File: src/rtl/div_pkg.sv
// Shared types and operand helpers for the multi-cycle MIPS DIV/DIVU unit.
package div_pkg;

    localparam int DIV_W = 32;

    typedef enum logic [1:0] {
        DIV_FREE   = 2'b00,
        DIV_BYZERO = 2'b01,
        DIV_ON     = 2'b10,
        DIV_END    = 2'b11
    } div_state_e;

    function automatic logic [DIV_W-1:0] op_mag(input logic [DIV_W-1:0] v, input logic is_signed);
        return (is_signed && v[DIV_W-1]) ? (~v + 32'd1) : v;
    endfunction

    function automatic logic [DIV_W-1:0] cond_neg(input logic [DIV_W-1:0] v, input logic neg);
        return neg ? (~v + 32'd1) : v;
    endfunction

endpackage

File: src/rtl/div.sv
// Radix-2 restoring divider, one quotient bit per clock; result is {remainder, quotient}.
// Raises stallreq_o while a requested division is still in flight.
module div
    import div_pkg::*;
(
    input  logic        clk,
    input  logic        rst,
    input  logic        signed_div_i,
    input  logic [31:0] opdata1_i,
    input  logic [31:0] opdata2_i,
    input  logic        start_i,
    input  logic        annul_i,
    output logic [63:0] result_o,
    output logic        ready_o,
    output logic        stallreq_o
);

    div_state_e  state_q;
    logic [4:0]  cnt_q;
    logic [63:0] work_q;
    logic [63:0] work_d;
    logic [31:0] divisor_q;
    logic        signed_q;
    logic        sign1_q;
    logic        sign2_q;
    logic [63:0] result_q;
    logic        ready_q;

    logic [32:0] minuend;
    logic [33:0] trial;
    logic [31:0] quo_fix;
    logic [31:0] rem_fix;

    // The bit shifted out of the top is kept in the minuend: with a divisor
    // above 2^31 the partial remainder can occupy all 32 upper bits.
    always_comb begin
        minuend = {work_q[63], work_q[62:31]};
        trial   = {1'b0, minuend} - {2'b00, divisor_q};
        if (!trial[33]) begin
            work_d = {trial[31:0], work_q[30:0], 1'b1};
        end else begin
            work_d = {work_q[62:0], 1'b0};
        end
        quo_fix = cond_neg(work_d[31:0],  signed_q & (sign1_q ^ sign2_q));
        rem_fix = cond_neg(work_d[63:32], signed_q & sign1_q);
    end

    always_ff @(posedge clk or negedge rst) begin
        if (!rst) begin
            state_q   <= DIV_FREE;
            cnt_q     <= 5'd0;
            work_q    <= 64'd0;
            divisor_q <= 32'd0;
            signed_q  <= 1'b0;
            sign1_q   <= 1'b0;
            sign2_q   <= 1'b0;
            result_q  <= 64'd0;
            ready_q   <= 1'b0;
        end else begin
            case (state_q)
                DIV_FREE: begin
                    if (start_i && !annul_i) begin
                        if (opdata2_i == 32'd0) begin
                            state_q <= DIV_BYZERO;
                        end else begin
                            state_q   <= DIV_ON;
                            cnt_q     <= 5'd0;
                            work_q    <= {32'd0, op_mag(opdata1_i, signed_div_i)};
                            divisor_q <= op_mag(opdata2_i, signed_div_i);
                            signed_q  <= signed_div_i;
                            sign1_q   <= opdata1_i[31];
                            sign2_q   <= opdata2_i[31];
                        end
                    end
                end
                DIV_BYZERO: begin
                    state_q  <= DIV_END;
                    result_q <= 64'd0;
                    ready_q  <= 1'b1;
                end
                DIV_ON: begin
                    if (annul_i) begin
                        state_q <= DIV_FREE;
                        cnt_q   <= 5'd0;
                        work_q  <= 64'd0;
                    end else begin
                        work_q <= work_d;
                        cnt_q  <= cnt_q + 5'd1;
                        if (cnt_q == 5'd31) begin
                            state_q  <= DIV_END;
                            result_q <= {rem_fix, quo_fix};
                            ready_q  <= 1'b1;
                        end
                    end
                end
                DIV_END: begin
                    // EX holds start_i until it has taken the result.
                    if (annul_i || !start_i) begin
                        state_q  <= DIV_FREE;
                        result_q <= 64'd0;
                        ready_q  <= 1'b0;
                    end
                end
                default: state_q <= DIV_FREE;
            endcase
        end
    end

    assign result_o   = result_q;
    assign ready_o    = ready_q;
    assign stallreq_o = start_i & ~ready_q & ~annul_i;

endmodule

File: config.mk
export PLATFORM = sky130hd
export DESIGN_NAME = div
export DESIGN_NICKNAME = d
export VERILOG_FILES = /design/src/rtl/div_pkg.sv /design/src/rtl/div.sv
export SDC_FILE = /design/constraint.sdc
export NUM_CORES = 1
export LEC_CHECK = 0
export BUFFER_PORTS_ARGS = -buffer_cell sky130_fd_sc_hd__buf_2
export CAP_MARGIN = 10
export CORE_MARGIN = 1
export CORE_UTILIZATION = 39
export CTS_CLUSTER_DIAMETER = 50
export DETAILED_ROUTE_END_ITERATION = 10
export PLACE_DENSITY = 0.65
export SYNTH_ARGS = -nofsm -noshare
export SYNTH_HDL_FRONTEND = slang
export SYNTH_SLANG_ARGS = --single-unit
File: constraint.sdc
create_clock -name clk -period 4.7 [get_ports clk]
set_input_delay 1.175 -clock clk [delete_from_list [all_inputs] [get_ports clk]]
set_output_delay 1.175 -clock clk [all_outputs]
set_load 0.02 [all_outputs]
==> results of run 1 <==
stage by stage:
stage,hold slack (ns),std cells,util [%],instance area (µm²),total power [W]
4_1_cts,0.483,1963,46.1,13700,0.00433
3_3_place_gp,0.458,1931,44.0,13100,0.00281
2_1_floorplan,0.450,1448,-,11900,0.00249
5_1_grt,0.502,1965,46.2,13800,0.00453
6_report,0.476,1965,46.2,13800,0.00430
3_5_place_dp,0.465,1931,44.0,13100,0.00283
cell usage after synthesis, types with 6 or more instances:
cell type | instances | area share (%)
ha_1 | 38 | 4.0
a22oi_1 | 6 | 0.38
mux2i_1 | 14 | 1.2
clkbuf_1 | 59 | 1.9
nand3_1 | 18 | 0.76
o21ai_0 | 174 | 7.3
nor4_1 | 17 | 0.89
buf_2 | 12 | 0.50
nor3_1 | 35 | 1.5
o41ai_1 | 8 | 0.59
nand2b_1 | 6 | 0.32
a21o_1 | 10 | 0.63
inv_1 | 52 | 1.6
o21a_1 | 6 | 0.38
xnor2_1 | 70 | 5.2
and2_1 | 14 | 0.74
buf_1 | 7 | 0.22
nand2_1 | 184 | 5.8
dfrtp_1 | 171 | 36
a21oi_1 | 115 | 4.8
xor2_1 | 69 | 5.1
a22o_1 | 11 | 0.81
nand4_1 | 8 | 0.42
o31ai_1 | 15 | 0.95
nor3b_1 | 12 | 0.76
or2_2 | 7 | 0.37
a21boi_0 | 7 | 0.44
nor2_1 | 136 | 4.3
a221o_1 | 16 | 1.3
o22ai_1 | 6 | 0.32
a31oi_1 | 19 | 1.0
or3_1 | 22 | 1.2
and3_1 | 8 | 0.42
state kept, by name (all words and copies together), names as in the netlist:
signal     count
signed_q       1
result_o      64
divisor_q     32
ready_o        1
sign2_q        1
cnt_q          5
state_q        2
work_q        64
sign1_q        1
timing repair:
item                                    in CTS  in global routing
endpoints found under the setup margin       0                  9
buffers inserted                             0                  1
resized for setup                            0                  7
critical path: cells and delay by family, from the launching register on:
| family | cells | cell delay, ns |
|---|---|---|
| simple gates | 5 | 1.64 |
| buf+inv | 1 | 0.27 |
| compound gates | 6 | 1.61 |
| flops | 1 | 0.43 |
| fa+ha+maj | 1 | 0.37 |
layout make-up:
cell class	instances	share of cell area (%)
clock inverter	15	1.40
clock buffer	17	3.09
multi-input combinational	1142	51.7
inverter	53	1.45
timing repair buffer	176	7.67
antenna	1	0.0182
tap	390	3.55
sequential	171	31.1
routing by layer:
layer | vias to the layer above | track usage, %
li1 | 5385 | -
met1 | 5251 | 30.3
met2 | 273 | 35.8
met3 | 45 | 2.62
met4 | 0 | 8.26
met5 | - | 0
worst max path at each step:
stage | cells after the start | end | slack [ns] | startpoint
after global routing | 17 | result_o[28]$_DFFE_PN0P_ | 0.02 | work_q[37]$_DFFE_PN0P_
after CTS | 16 | result_o[62]$_DFFE_PN0P_ | 0.14 | work_q[40]$_DFFE_PN0P_
after floorplan | 23 | result_o[62]$_DFFE_PN0P_ | 0.0004 | work_q[37]$_DFFE_PN0P_
final | 13 | result_o[63]$_DFFE_PN0P_ | 0.28 | work_q[37]$_DFFE_PN0P_
after global placement | 16 | result_o[58]$_DFFE_PN0P_ | 0.25 | work_q[39]$_DFFE_PN0P_
after detailed placement | 16 | result_o[58]$_DFFE_PN0P_ | 0.15 | work_q[40]$_DFFE_PN0P_
cell families after synthesis:
logic type                 count (synthesis)  synth area share, %
DFF                                      171                 36.0
muxes                                     18                 1.56
AOI/OAI and AO/OA                        453                 24.1
and+or+nand+nor                          493                 19.4
adders and majority gates                 39                 4.16
xor gates and xnor gates                 139                 10.2
buffers and inverters                    135                 4.64
where the power goes:
group,leakage [nW],switching [W],internal (W)
logic,3.63,0.000689,0.000453
clock network,0.302,0.000714,0.000773
registers,2.24,0.0000999,0.00157
total,6.17,0.00150,0.00280
==> impl_metrics.toml, run 1 <==
[cells_and_area]
layout_commonest_cell = "nand2_1"
multi_input_area_um2 = 7120
fillers = 2987
area_growth_pct = 15.6
layout_common_cells = "nand2_1 (183), o21ai_0 (172), dfrtp_1 (171), nor2_1 (135), buf_2 (133)"
drive_gt1_share_pct = 15.9
fin_nets = 1669
regArea_um2 = 4280

[routing]
routed-wl-met2_um = 16200
drt_pass1_iterations = 7
avgViaCountPerCell = 5.57
vias = 11000
drt_wl_total_um = 34300
wl_met1_um = 15700
wire_per_inst_um = 17.5
initialDrtViolationCount = 629
drc = 0
wl_met3_um = 1370
ant_nets = 0
routed.top_layer = "met4"

[worst_hold_path]
hold_path_class = "flip-flop to flip-flop"
hp-start = "result_o[61]$_DFFE_PN0P_"
whs_path_depth = 2
min_to = "result_o[61]$_DFFE_PN0P_"

[sta]
clock.fmax_mhz = 226
rsz0062_at_grt = "no"
fin_skew_ns = 0.0148
slew_headroom_pct = 28.7
final-max-slew-violation-count = 0
finalCritPeriodShare_pct = 94.1
setup_tns_ns = 0
period_needed_ns = 4.42
hold_viol = 0
tightest_slew_ns = 1.07
timing.final.ws_setup_ns = 0.275
setup_viol = 0

[setup_path]
reg2reg_from = "work_q[37]$_DFFE_PN0P_"
worstPathMaxFanout = 22
cp_cell_sequence = "ha_1 -> a21oi_4 -> o22ai_1 -> a311o_1 -> o2111a_2 -> or2_2 -> buf_4 -> o32ai_2 -> o211a_1 -> or4b_4 -> nand3b_4 -> nor4b_4 -> or3_1"
crit_type = "flip-flop to flip-flop"
crit_slowest_cell = "or4b_4"
start_kind = "flip-flop"
cp-end-kind = "flip-flop"
ff2ff_setup_slack_ns = 0.28
required_ns = 5.02
cpPeakStageDelay_ns = 0.53
ff2ff_path_depth = 13
critPathArrivalTime_ns = 4.75
r2r-end = "result_o[63]$_DFFE_PN0P_"

[placement]
io_buffers = 134
place_ws_ns = 0.147
gp_congestion = 0.938
place_hpwl_um = 25700

[power_and_ir_drop]
p_per_area_nw_per_um2 = 313
power.static_leakage_nw = 6.17
ir_worst_vdd_v = 0.000193

[clock_tree]
cts_max_level = 4
path_clk_slew_ns = 0.08
ctsHoldBuffers = 0
cts_tree = "yes"
root_buffer = "clkbuf_16"
cts_buffer_depth = 2
insertion_delay_ns = 0.44
cts_num_sinks = 171
cts_buffers = 17

[die]
die_x_um = 177
dieArea_um2 = 31200
rows = 63
dieHeight_um = 177
core_um2 = 29800
initial_utilization_pct = 39.9
ioPinCount = 135

[synthesis]
syn_nets = 1556
async_flop_share_pct = 100
synth_seq_cells = 171
syn_area_per_cell_um2 = 8.22
synth-edff-count = 0
synth_top_flop_cell = "dfrtp_1"
ys_types = 81
ys_seq_area_share_pct = 36.0
syn_inst = 1448
synth_warnings = 0
syn_area_um2 = 11900

[global_route]
grt_usage_pct = 22.2
grt_pass1_vias = 10200
grt.overflow.total = 0
antenna_found_initial = 1
grt_pass1_wl_um = 54600
grt_max_degree = 92

[run_status]
status = "finished clean"

[flow_run]
drv_cap = 0
Power figures use the tool's default switching activity.
==> run 2: changes to the inputs <==
RECOVER_POWER = 25   (was not set)
==> run 2 against run 1 <==
  * The run now ends with capacitance limit, slew limit left
  * First-iteration DRC count increased by 14%
  * Die area stayed put
  * Final area decreased by 0.16%
  * Hold slack about the same
  * Clock skew decreased by 0.0028 ns
  * Critical path depth stayed put
  * Cell count stayed put
  * Wire length is 0.17% lower
  * Critical endpoint unchanged
  * Largest power group unchanged
==> impl_metrics.toml, run 2 (synthesis results as in run 1) <==
[clock_tree]
cts_buffer_depth = 2
cts_buffers = 17
insertion_delay_ns = 0.44
root_buffer = "clkbuf_16"
path_clk_slew_ns = 0.08
cts_num_sinks = 171
cts_tree = "yes"
cts_max_level = 4
ctsHoldBuffers = 0

[setup_path]
cpPeakStageDelay_ns = 0.53
start_kind = "flip-flop"
cp-end-kind = "flip-flop"
required_ns = 5.02
crit_slowest_cell = "or4b_4"
crit_type = "flip-flop to flip-flop"
cp_cell_sequence = "ha_1 -> a21oi_4 -> o22ai_1 -> a311o_1 -> o2111a_2 -> or2_2 -> buf_4 -> o32ai_2 -> o211a_1 -> or4b_4 -> nand3b_4 -> nor4b_4 -> or3_1"
worstPathMaxFanout = 22
ff2ff_path_depth = 13
critPathArrivalTime_ns = 4.75

[sta]
setup_viol = 0
setup_tns_ns = 0
hold_viol = 0
period_needed_ns = 4.43
fin_skew_ns = 0.0121
clock.fmax_mhz = 226
slew_headroom_pct = -52.8
tightest_slew_ns = 2.29
finalCritPeriodShare_pct = 94.2
rsz0062_at_grt = "no"
final-max-slew-violation-count = 92

[routing]
initialDrtViolationCount = 716
drt_pass1_iterations = 5
wire_per_inst_um = 17.4
vias = 11000
avgViaCountPerCell = 5.59
drt_wl_total_um = 34300
ant_nets = 0
drc = 0

[power_and_ir_drop]
ir_worst_vdd_v = 0.000193
power.static_leakage_nw = 6.16
total_power_w = 0.00430
p_per_area_nw_per_um2 = 313

[cells_and_area]
drive_gt1_share_pct = 15.9
layout_commonest_cell = "nand2_1"
layout_common_cells = "nand2_1 (183), o21ai_0 (172), dfrtp_1 (171), nor2_1 (135), buf_2 (132)"
area_growth_pct = 15.4
fin_nets = 1669
finalInstanceArea_um2 = 13700

[die]
die_x_um = 177
ioPinCount = 135
initial_utilization_pct = 39.9
dieArea_um2 = 31200
rows = 63
core_um2 = 29800
dieHeight_um = 177

[global_route]
grt_max_degree = 92
grt_pass1_vias = 10200
grt.overflow.total = 0
grt_usage_pct = 22.2
grt_pass1_wl_um = 54600
antenna_found_initial = 1

[worst_hold_path]
whs_path_depth = 2
hold_path_class = "flip-flop to flip-flop"

[flow_run]
drv_cap = 1

[placement]
place_area_um2 = 13100
io_buffers = 134
place_hpwl_um = 25700
gp_congestion = 0.938

[run_status]
violations = "capacitance limit, slew limit"
status = "finished with violations"
run 2: cell count changes in the layout (fill, tap and decap cells not counted), sizes merged:
cell	delta
buf	-3
clkbuf	+3
run 2: worst paths after layout:
kind,from,to,slack [ns]
setup / recovery,work_q[37]$_DFFE_PN0P_,result_o[63]$_DFFE_PN0P_,0.27
hold / removal,result_o[61]$_DFFE_PN0P_,result_o[61]$_DFFE_PN0P_,0.48
setup reg to reg,work_q[37]$_DFFE_PN0P_,result_o[63]$_DFFE_PN0P_,0.27
hold reg to reg,result_o[61]$_DFFE_PN0P_,result_o[61]$_DFFE_PN0P_,0.48
max in group asynchronous,rst,divisor_q[24]$_DFFE_PN0P_,1.06
min in group asynchronous,rst,result_o[30]$_DFFE_PN0P_,1.41
run 2: layer usage:
| layer | share of wire (%) | track usage [%] | vias up |
|---|---|---|---|
| li1 | - | - | 5377 |
| met2 | 47 | 35.8 | 275 |
| met5 | 0 | 0 | - |
| met4 | 3.0 | 8.26 | 0 |
| met1 | 46 | 30.3 | 5273 |
| met3 | 4.1 | 2.62 | 53 |
run 2: timing repair:
item	4_1_cts	5_1_grt
endpoints found under the hold margin	0	0
setup buffers	0	1
endpoints found under the setup margin	0	9
resized for setup	0	7
run 2: final cells by class:
cell class,count,area [µm²]
diodes,1,2.50
fillers,2991,16100
flip-flops and latches,171,4280
clock buffers,17,425
repair buffers,176,1030
inverters,53,199
multi-input cells,1142,7120
well taps,390,488
clock inverters,15,193
run 2: metrics by stage:
step	hold slack (ns)	util, %	setup WS [ns]	std cells
2_1_floorplan	0.450	-	0.000413	1448
3_3_place_gp	0.458	44.0	0.251	1931
3_5_place_dp	0.465	44.0	0.147	1931
4_1_cts	0.483	46.1	0.137	1963
5_1_grt	0.502	46.1	0.0235	1965
6_report	0.476	46.1	0.273	1965
run 2: worst max-delay path: cells and delay by family, from the launching register on:
family	cells	cell delay, ns
AOI/OAI and AO/OA	6	1.61
adders and majority gates	1	0.37
buffers and inverters	1	0.27
DFF	1	0.43
and+or+nand+nor	5	1.64
run 2: power breakdown:
group          total [W]  switching (W)  leakage [nW]  internal, W
Combinational    0.00114       0.000687          3.62     0.000451
Sequential       0.00167      0.0000996          2.24      0.00157
Clock            0.00149       0.000714         0.302     0.000773
Total            0.00430        0.00150          6.16      0.00280
